==> config.mk <==
export PLATFORM = sky130hd
export DESIGN_NAME = scroll_ctrl_flat
export DESIGN_NICKNAME = d
export VERILOG_FILES = /design/src/rtl/segrun_pkg.sv /design/src/rtl/scroll_ctrl_if.sv /design/src/rtl/obstacle_lfsr.sv /design/src/rtl/scroll_ctrl.sv /design/src/flat_wrapper.sv
export SDC_FILE = /design/constraint.sdc
export NUM_CORES = 1
export LEC_CHECK = 0
export ABC_AREA = 0
export CORE_ASPECT_RATIO = 1.75
export CORE_UTILIZATION = 30
export CTS_BUF_LIST = sky130_fd_sc_hd__clkbuf_8 sky130_fd_sc_hd__clkbuf_16
export DETAILED_ROUTE_END_ITERATION = 12
export GPL_TIMING_DRIVEN = 1
export MAX_ROUTING_LAYER = met4
export PLACE_DENSITY = 0.56
export SLEW_MARGIN = 20
export SYNTH_ARGS = -nofsm -noshare
export SYNTH_HDL_FRONTEND = slang
export SYNTH_SLANG_ARGS = --single-unit
export TNS_END_PERCENT = 20
==> constraint.sdc <==
create_clock -name Clk -period 6.8 [get_ports Clk]
set_input_delay 2.04 -clock Clk [delete_from_list [all_inputs] [get_ports Clk]]
set_output_delay 2.04 -clock Clk [all_outputs]
set_load 0.03 [all_outputs]
==> src/rtl/segrun_pkg.sv <==
//==============================================================================
// Module : segrun_pkg
// Brief  : Shared constants for the scroll sequencer: FSM encoding, LFSR taps,
//          default timing values and the LFSR step function.
// Rev    : 1.0  initial release
//==============================================================================
`default_nettype none

package segrun_pkg;

  localparam logic [2:0] c_stIdle   = 3'd0;
  localparam logic [2:0] c_stLoad   = 3'd1;
  localparam logic [2:0] c_stRun    = 3'd2;
  localparam logic [2:0] c_stPaused = 3'd3;
  localparam logic [2:0] c_stOver   = 3'd4;

  // Feedback taps for x^8+x^6+x^5+x^4+1 in a left-shifting Fibonacci register
  localparam logic [7:0] c_lfsrTaps = 8'b1011_1000;

  localparam logic [23:0] c_initPeriod   = 24'd5_000_000;
  localparam logic [23:0] c_minPeriod    = 24'd1_000_000;
  localparam logic [23:0] c_step         = 24'd250_000;
  localparam logic [7:0]  c_speedupEvery = 8'd16;
  localparam logic [7:0]  c_lfsrSeed     = 8'hA5;
  localparam int          c_minGap       = 2;

  function automatic logic [7:0] lfsrStep(input logic [7:0] v);
    return {v[6:0], ^(v & c_lfsrTaps)};
  endfunction

endpackage

`default_nettype wire

==> src/rtl/scroll_ctrl_if.sv <==
//==============================================================================
// Module : scroll_ctrl_if
// Brief  : Game-control and shift-register strobe bundle of the scroll sequencer.
// Rev    : 1.0  initial release
//==============================================================================
`default_nettype none

interface scroll_ctrl_if #(
  parameter int WIDTH = 6,
  parameter int PER_W = 24
);
  logic             Start;
  logic             Pause;
  logic             Collision;
  logic             ShiftOut;
  logic             BitOut;
  logic             LoadOut;
  logic [WIDTH-1:0] LoadValue;
  logic             Running;
  logic             GameOver;
  logic [15:0]      Score;
  logic [PER_W-1:0] Period;

  modport master (
    output Start, Pause, Collision,
    input  ShiftOut, BitOut, LoadOut, LoadValue, Running, GameOver, Score, Period
  );

  modport slave (
    input  Start, Pause, Collision,
    output ShiftOut, BitOut, LoadOut, LoadValue, Running, GameOver, Score, Period
  );
endinterface

`default_nettype wire

==> src/rtl/obstacle_lfsr.sv <==
//==============================================================================
// Module : obstacle_lfsr
// Brief  : 8-bit obstacle LFSR with a forced-zero gap counter after every 1.
// Rev    : 1.0  initial release
//==============================================================================
`default_nettype none

module obstacle_lfsr
  import segrun_pkg::*;
#(
  parameter logic [7:0] LFSR_SEED = c_lfsrSeed,
  parameter int         MIN_GAP   = c_minGap
) (
  input  wire logic Clk,
  input  wire logic Rst,
  input  wire logic init,
  input  wire logic adv,
  output logic      obstBit
);

  localparam int GAP_W = (MIN_GAP < 1) ? 1 : $clog2(MIN_GAP + 1);

  logic [7:0]       r_lfsr;
  logic [GAP_W-1:0] r_gap;

  // Bit offered for the current tick, taken from the pre-advance register
  assign obstBit = (r_gap == '0) && r_lfsr[0] && r_lfsr[1];

  always_ff @(posedge Clk) begin
    if (Rst || init) begin
      r_lfsr <= LFSR_SEED;
      r_gap  <= '0;
    end else if (adv) begin
      r_lfsr <= lfsrStep(r_lfsr);
      if (r_gap != '0)
        r_gap <= r_gap - 1'b1;
      else if (obstBit)
        r_gap <= GAP_W'(MIN_GAP);
    end
  end

endmodule

`default_nettype wire

==> src/rtl/scroll_ctrl.sv <==
//==============================================================================
// Module : scroll_ctrl
// Brief  : Game FSM, accelerating shift-period timer and score for the obstacle
//          shift register.
// Rev    : 1.0  initial release
//==============================================================================
`default_nettype none

module scroll_ctrl
  import segrun_pkg::*;
#(
  parameter int               WIDTH         = 6,
  parameter int               PER_W         = 24,
  parameter logic [PER_W-1:0] INIT_PERIOD   = PER_W'(c_initPeriod),
  parameter logic [PER_W-1:0] MIN_PERIOD    = PER_W'(c_minPeriod),
  parameter logic [PER_W-1:0] STEP          = PER_W'(c_step),
  parameter logic [7:0]       SPEEDUP_EVERY = c_speedupEvery,
  parameter logic [7:0]       LFSR_SEED     = c_lfsrSeed,
  parameter int               MIN_GAP       = c_minGap
) (
  input wire logic    Clk,
  input wire logic    Rst,
  scroll_ctrl_if.slave bus
);

  logic [2:0]       r_state, w_nextState;
  logic [PER_W-1:0] r_cnt, r_period, w_periodNext;
  logic [PER_W:0]   w_stepped;
  logic [7:0]       r_shiftCnt;
  logic [15:0]      r_score;
  logic             r_shiftOut, r_bitOut, r_loadOut, r_running, r_gameOver;
  logic             w_active, w_tick, w_init, w_speedup, w_obstBit;

  always_comb begin
    w_nextState = r_state;
    case (r_state)
      c_stIdle:   if (bus.Start) w_nextState = c_stLoad;
      c_stLoad:   w_nextState = c_stRun;
      c_stRun:    if (bus.Collision) w_nextState = c_stOver;
                  else if (bus.Pause) w_nextState = c_stPaused;
      c_stPaused: if (bus.Collision) w_nextState = c_stOver;
                  else if (!bus.Pause) w_nextState = c_stRun;
      c_stOver:   if (bus.Start) w_nextState = c_stLoad;
      default:    w_nextState = c_stIdle;
    endcase
  end

  assign w_active  = (r_state == c_stRun) && !bus.Collision && !bus.Pause;
  assign w_tick    = w_active && (r_cnt == '0);
  assign w_init    = (w_nextState == c_stLoad);
  assign w_speedup = w_tick && (r_shiftCnt == SPEEDUP_EVERY - 8'd1);
  assign w_stepped = {1'b0, r_period} - {1'b0, STEP};

  always_comb begin
    w_periodNext = r_period;
    if (w_speedup)
      w_periodNext = (w_stepped[PER_W] || (w_stepped[PER_W-1:0] < MIN_PERIOD))
                     ? MIN_PERIOD : w_stepped[PER_W-1:0];
  end

  obstacle_lfsr #(
    .LFSR_SEED (LFSR_SEED),
    .MIN_GAP   (MIN_GAP)
  ) u_lfsr (
    .Clk     (Clk),
    .Rst     (Rst),
    .init    (w_init),
    .adv     (w_tick),
    .obstBit (w_obstBit)
  );

  always_ff @(posedge Clk) begin
    if (Rst) begin
      r_state    <= c_stIdle;
      r_cnt      <= '0;
      r_period   <= INIT_PERIOD;
      r_shiftCnt <= '0;
      r_score    <= '0;
      r_shiftOut <= 1'b0;
      r_bitOut   <= 1'b0;
      r_loadOut  <= 1'b0;
      r_running  <= 1'b0;
      r_gameOver <= 1'b0;
    end else begin
      r_state    <= w_nextState;
      r_shiftOut <= w_tick;
      r_bitOut   <= w_tick && w_obstBit;
      r_loadOut  <= w_init;
      r_running  <= (w_nextState == c_stRun);
      r_gameOver <= (w_nextState == c_stOver);
      // The LOAD cycle also counts down once so the first strobe lands on RUN cycle INIT_PERIOD
      if (w_init) begin
        r_cnt      <= INIT_PERIOD - 1'b1;
        r_period   <= INIT_PERIOD;
        r_shiftCnt <= '0;
        r_score    <= '0;
      end else if ((r_state == c_stLoad) || (w_active && !w_tick)) begin
        r_cnt <= r_cnt - 1'b1;
      end else if (w_tick) begin
        r_cnt      <= w_periodNext - 1'b1;
        r_period   <= w_periodNext;
        r_shiftCnt <= w_speedup ? 8'd0 : r_shiftCnt + 8'd1;
        if (r_score != 16'hFFFF)
          r_score <= r_score + 16'd1;
      end
    end
  end

  assign bus.ShiftOut  = r_shiftOut;
  assign bus.BitOut    = r_bitOut;
  assign bus.LoadOut   = r_loadOut;
  assign bus.LoadValue = '0;
  assign bus.Running   = r_running;
  assign bus.GameOver  = r_gameOver;
  assign bus.Score     = r_score;
  assign bus.Period    = r_period;

endmodule

`default_nettype wire

==> src/flat_wrapper.sv <==
// flat-port wrapper written by rule: the top's interface ports become plain ports
module scroll_ctrl_flat import segrun_pkg::*;
#(
  parameter int               WIDTH         = 6,
  parameter int               PER_W         = 24,
  parameter logic [PER_W-1:0] INIT_PERIOD   = PER_W'(c_initPeriod),
  parameter logic [PER_W-1:0] MIN_PERIOD    = PER_W'(c_minPeriod),
  parameter logic [PER_W-1:0] STEP          = PER_W'(c_step),
  parameter logic [7:0]       SPEEDUP_EVERY = c_speedupEvery,
  parameter logic [7:0]       LFSR_SEED     = c_lfsrSeed,
  parameter int               MIN_GAP       = c_minGap
)
  (Clk, Rst, bus_Start, bus_Pause, bus_Collision, bus_ShiftOut, bus_BitOut, bus_LoadOut, bus_LoadValue, bus_Running, bus_GameOver, bus_Score, bus_Period);
  scroll_ctrl_if #(.WIDTH(WIDTH), .PER_W(PER_W)) bus_i ();
  input wire logic Clk;
  input wire logic Rst;
  input wire logic [$bits(bus_i.Start)-1:0] bus_Start;
  input wire logic [$bits(bus_i.Pause)-1:0] bus_Pause;
  input wire logic [$bits(bus_i.Collision)-1:0] bus_Collision;
  output wire logic [$bits(bus_i.ShiftOut)-1:0] bus_ShiftOut;
  output wire logic [$bits(bus_i.BitOut)-1:0] bus_BitOut;
  output wire logic [$bits(bus_i.LoadOut)-1:0] bus_LoadOut;
  output wire logic [$bits(bus_i.LoadValue)-1:0] bus_LoadValue;
  output wire logic [$bits(bus_i.Running)-1:0] bus_Running;
  output wire logic [$bits(bus_i.GameOver)-1:0] bus_GameOver;
  output wire logic [$bits(bus_i.Score)-1:0] bus_Score;
  output wire logic [$bits(bus_i.Period)-1:0] bus_Period;
  assign bus_i.Start = bus_Start;
  assign bus_i.Pause = bus_Pause;
  assign bus_i.Collision = bus_Collision;
  assign bus_ShiftOut = bus_i.ShiftOut;
  assign bus_BitOut = bus_i.BitOut;
  assign bus_LoadOut = bus_i.LoadOut;
  assign bus_LoadValue = bus_i.LoadValue;
  assign bus_Running = bus_i.Running;
  assign bus_GameOver = bus_i.GameOver;
  assign bus_Score = bus_i.Score;
  assign bus_Period = bus_i.Period;
  scroll_ctrl #(.WIDTH(WIDTH), .PER_W(PER_W), .INIT_PERIOD(INIT_PERIOD), .MIN_PERIOD(MIN_PERIOD), .STEP(STEP), .SPEEDUP_EVERY(SPEEDUP_EVERY), .LFSR_SEED(LFSR_SEED), .MIN_GAP(MIN_GAP)) u_core (.Clk(Clk), .Rst(Rst), .bus(bus_i));
endmodule
==> impl_metrics.py <==
metrics = {
    "floorplan": {
        "die_h_um": 178,
        "core_area_um2": 17500,
        "die_w_um": 103,
        "rows": 64,
        "start_util_pct": 30.5,
        "dieArea_um2": 18300,
        "pin_count": 56,
    },
    "synthesis": {
        "synth.largest_area_cell": "dfxtp_1",
        "postSynth.asyncResetShare_pct": 0,
        "synth_top_area_share_pct": 33.9,
        "synthCells": 695,
        "ys_seq_elements": 90,
        "synth_area_um2": 5320,
        "synth_edf_count": 0,
        "synth.area.top_cells": "dfxtp_1 (34%), nor2_1 (7.3%), nand2_1 (5.6%), a21oi_1 (4.4%), xor2_1 (3.5%)",
        "syn_avg_cell_area_um2": 7.65,
        "synth_commonest_cells": "nor2_1 (103), dfxtp_1 (90), nand2_1 (79)",
        "yosysMostFrequentCell": "nor2_1",
        "yosysWarnings": 0,
        "seq_area_frac_synth_pct": 33.9,
        "synth_ff_type": "dfxtp_1",
        "synth_cell_types": 77,
    },
    "place": {
        "io_buffers": 49,
        "place_ws_ns": 0.681,
        "routabilityCongestion": 0.884,
        "dp_hpwl_um": 12200,
        "place_inst": 946,
    },
    "clocking": {
        "clockBufferDepth": 2,
        "ctsHoldBuffers": 0,
        "tritoncts": "built",
        "post-cts-setup-buffers": 0,
        "clk-insertion-delay-late_ns": 0.36,
        "clkTransAtPathRegs_ns": 0.08,
        "numCtsBuffers": 9,
        "postCtsResizedCells": 0,
        "clock-sinks": 90,
        "root_buffer": "clkbuf_16",
        "ctsHtreeMaxLevel": 3,
    },
    "timing": {
        "maxSlewHeadroom_pct": 50.9,
        "slew_violations": 0,
        "setup_viol": 0,
        "final_hold_viol_count": 0,
        "final.setup.worst_slack_ns": 0.972,
        "worst_slew_pin_slew_ns": 0.736,
        "setup_tns_ns": 0,
        "rsz0062_at_grt": "false",
        "fmax_mhz": 172,
        "min_period_ns": 5.83,
        "final.period_utilization_pct": 85.7,
        "clock_skew_ns": 0.0127,
    },
    "power": {
        "vdd_ir_drop_max_mv": 0.153,
        "comb_power_share_pct": 12.1,
        "p_switching_mw": 0.360,
        "pwr-share-clk_pct": 43.2,
        "p_int_mw": 0.888,
        "p_leak_nw": 2.20,
        "p_per_area_nw_per_um2": 198,
        "sw_frac_of_total_pct": 28.9,
        "p_seq_share_pct": 44.8,
    },
    "global_routing": {
        "grt_pass1_vias": 5018,
        "antenna_found_initial": 0,
        "grt_pass1_wl_um": 26300,
        "gr-usage-all-layers_pct": 19.3,
        "grt_max_degree": 33,
        "overflow": 0,
    },
    "finish": {
        "drive_gt1_share_pct": 7.25,
        "fin_nets": 737,
        "syn_to_final_growth_pct": 18.7,
        "fin_cells": 962,
        "fin_util_pct": 36.2,
        "insertedDiodeCount": 0,
    },
    "drt": {
        "num_vias": 5308,
        "drt-initial-drc-count": 299,
        "ant_nets": 0,
        "dr.pass1.iters": 5,
        "via_per_inst": 5.52,
        "wl_per_cell_um": 17.1,
        "drc": 0,
        "routed_wl_um": 16500,
    },
    "critical_path": {
        "cp_data_required_time_ns": 7.03,
        "crit_buf_inv": 3,
        "cp-start-kind": "input port",
        "path_cells": "clkdlybuf4s50_1 > nor2_1 > nand3_1 > nor3_2 > buf_4 > nand2_1 > buf_4 > nor2_1 > a311oi_4 > o32ai_1 > a221o_1 > or4_1 > nor2_2 > a41oi_1 > or3_1",
        "critical_path_class": "in -> reg",
        "crit_fanout": 27,
        "crit_family": "simple AND/OR/NAND/NOR gates",
        "cp.depth": 15,
        "crit_slowest_cell": "or4_1",
        "critPathCaptureType": "register",
        "rr_worst_depth": 17,
        "worst_ep_arrival_time_ns": 6.06,
        "max_stage_delay_ns": 0.69,
    },
    "hold_path": {
        "hold_depth": 2,
        "min_path_type": "reg -> reg",
    },
    "flow_run": {
        "max_cap_viol_count": 0,
    },
    "outcome": {
        "status": "complete, no violations",
    },
}
[power by group through the flow]
stage               Clock [mW]  Sequential, mW  Combinational, mW
global placement             0           0.571              0.150
CTS                      0.549           0.559              0.150
floorplan                    0           0.567              0.109
finish                   0.539           0.559              0.150
detailed placement           0           0.571              0.150
global route             0.569           0.561              0.164
[area by class of cell]
class                   instances  area (um2)
clock inverters                 7        95.1
well taps                     231         289
repair buffers                 64         603
flip-flops and latches         90        1800
clock buffers                   9         225
multi-input cells             555        3280
fillers                      1917       11100
inverters                       6        22.5
[worst paths after layout]
| check | from | to | slack [ns] |
|---|---|---|---|
| max reg2reg | u_core.bus.Period[4]$_SDFFE_PP0P_ | u_core.r_cnt[20]$_SDFFE_PP0P_ | 1.36 |
| max | bus_Collision | u_core.r_cnt[23]$_SDFFE_PP0P_ | 0.97 |
| min reg2reg | u_core.u_lfsr.r_lfsr[6]$_SDFFE_PP0P_ | u_core.u_lfsr.r_lfsr[6]$_SDFFE_PP0P_ | 0.46 |
| min | u_core.u_lfsr.r_lfsr[6]$_SDFFE_PP0P_ | u_core.u_lfsr.r_lfsr[6]$_SDFFE_PP0P_ | 0.46 |
[cell usage in the layout, fill, tap and decap left out, drive strengths merged, types with 5 or more instances in the layout]
cell           netlist  layout
buf                 14      15
a21oi               47      47
or4                  6       6
xnor2               13      13
conb                 1       6
a211oi              25      25
o22ai                6       6
and3                13      13
dfxtp               90      90
nor2               104     104
nor2b                5       5
ha                   6       6
o211ai               7       7
o21ai               35      35
and2                 7       7
clkbuf              35       9
xor2                21      21
nor3                22      22
nand3               27      27
clkdlybuf4s50        0      49
a31oi                7       7
or3                 10      10
nand2               80      80
o31ai                5       5
or2                  5       5
nand4               14      14
nor4                15      15
inv                  6       9
[flip-flops by register name, summed over array words and instances (netlist names), 2 cells and up]
| register | count |
|---|---|
| u_core.bus.Period | 24 |
| u_core.r_cnt | 24 |
| u_core.bus.Score | 16 |
| u_core.r_shiftCnt | 8 |
| u_core.u_lfsr.r_lfsr | 8 |
| u_core.r_state | 3 |
| u_core.u_lfsr.r_gap | 2 |
[worst register-to-register path, stage by stage, from the launching register on]
cell,delay (ns)
dfxtp_1,0.57
inv_1,0.09
ha_1,0.28
nand2b_1,0.26
a211o_1,0.45
nand3_1,0.13
a211oi_1,0.44
o22ai_1,0.28
o21ai_4,0.36
nand2_1,0.23
and3_1,0.24
a21oi_1,0.18
ha_1,0.24
nand3_1,0.19
or4_1,0.60
or2_4,0.31
or4_1,0.46
nand3_1,0.09
[stage by stage]
| stage | total power [mW] | hold WS (ns) | area [um2] |
|---|---|---|---|
| floorplan | 0.676 | 0.432 | 5340 |
| CTS | 1.26 | 0.457 | 6320 |
| global route | 1.29 | 0.486 | 6320 |
| finish | 1.25 | 0.457 | 6320 |
| detailed placement | 0.721 | 0.447 | 6000 |
| global placement | 0.721 | 0.443 | 6000 |
[logic make-up (layout without fill, tap and decap cells)]
kind of cell,Yosys count,count (layout),synth area share [%]
xor gates and xnor gates,34,34,5.60
adders and majority gates,6,6,1.41
DFF,90,90,33.9
and+or+nand+nor,324,324,29.5
other,1,6,0.0705
muxes,5,5,0.964
AOI/OAI and AO/OA,180,180,23.6
buffers and inverters,55,86,4.99
[routing by layer]
metal | track usage (%) | share of wire, % | up-vias
li1 | - | - | 2580
met1 | 20.1 | 39 | 2508
met5 | - | 0 | -
met4 | 11.3 | 4.7 | 0
met2 | 34.1 | 53 | 170
met3 | 2.47 | 3.6 | 50
Power figures use the tool's default switching activity.
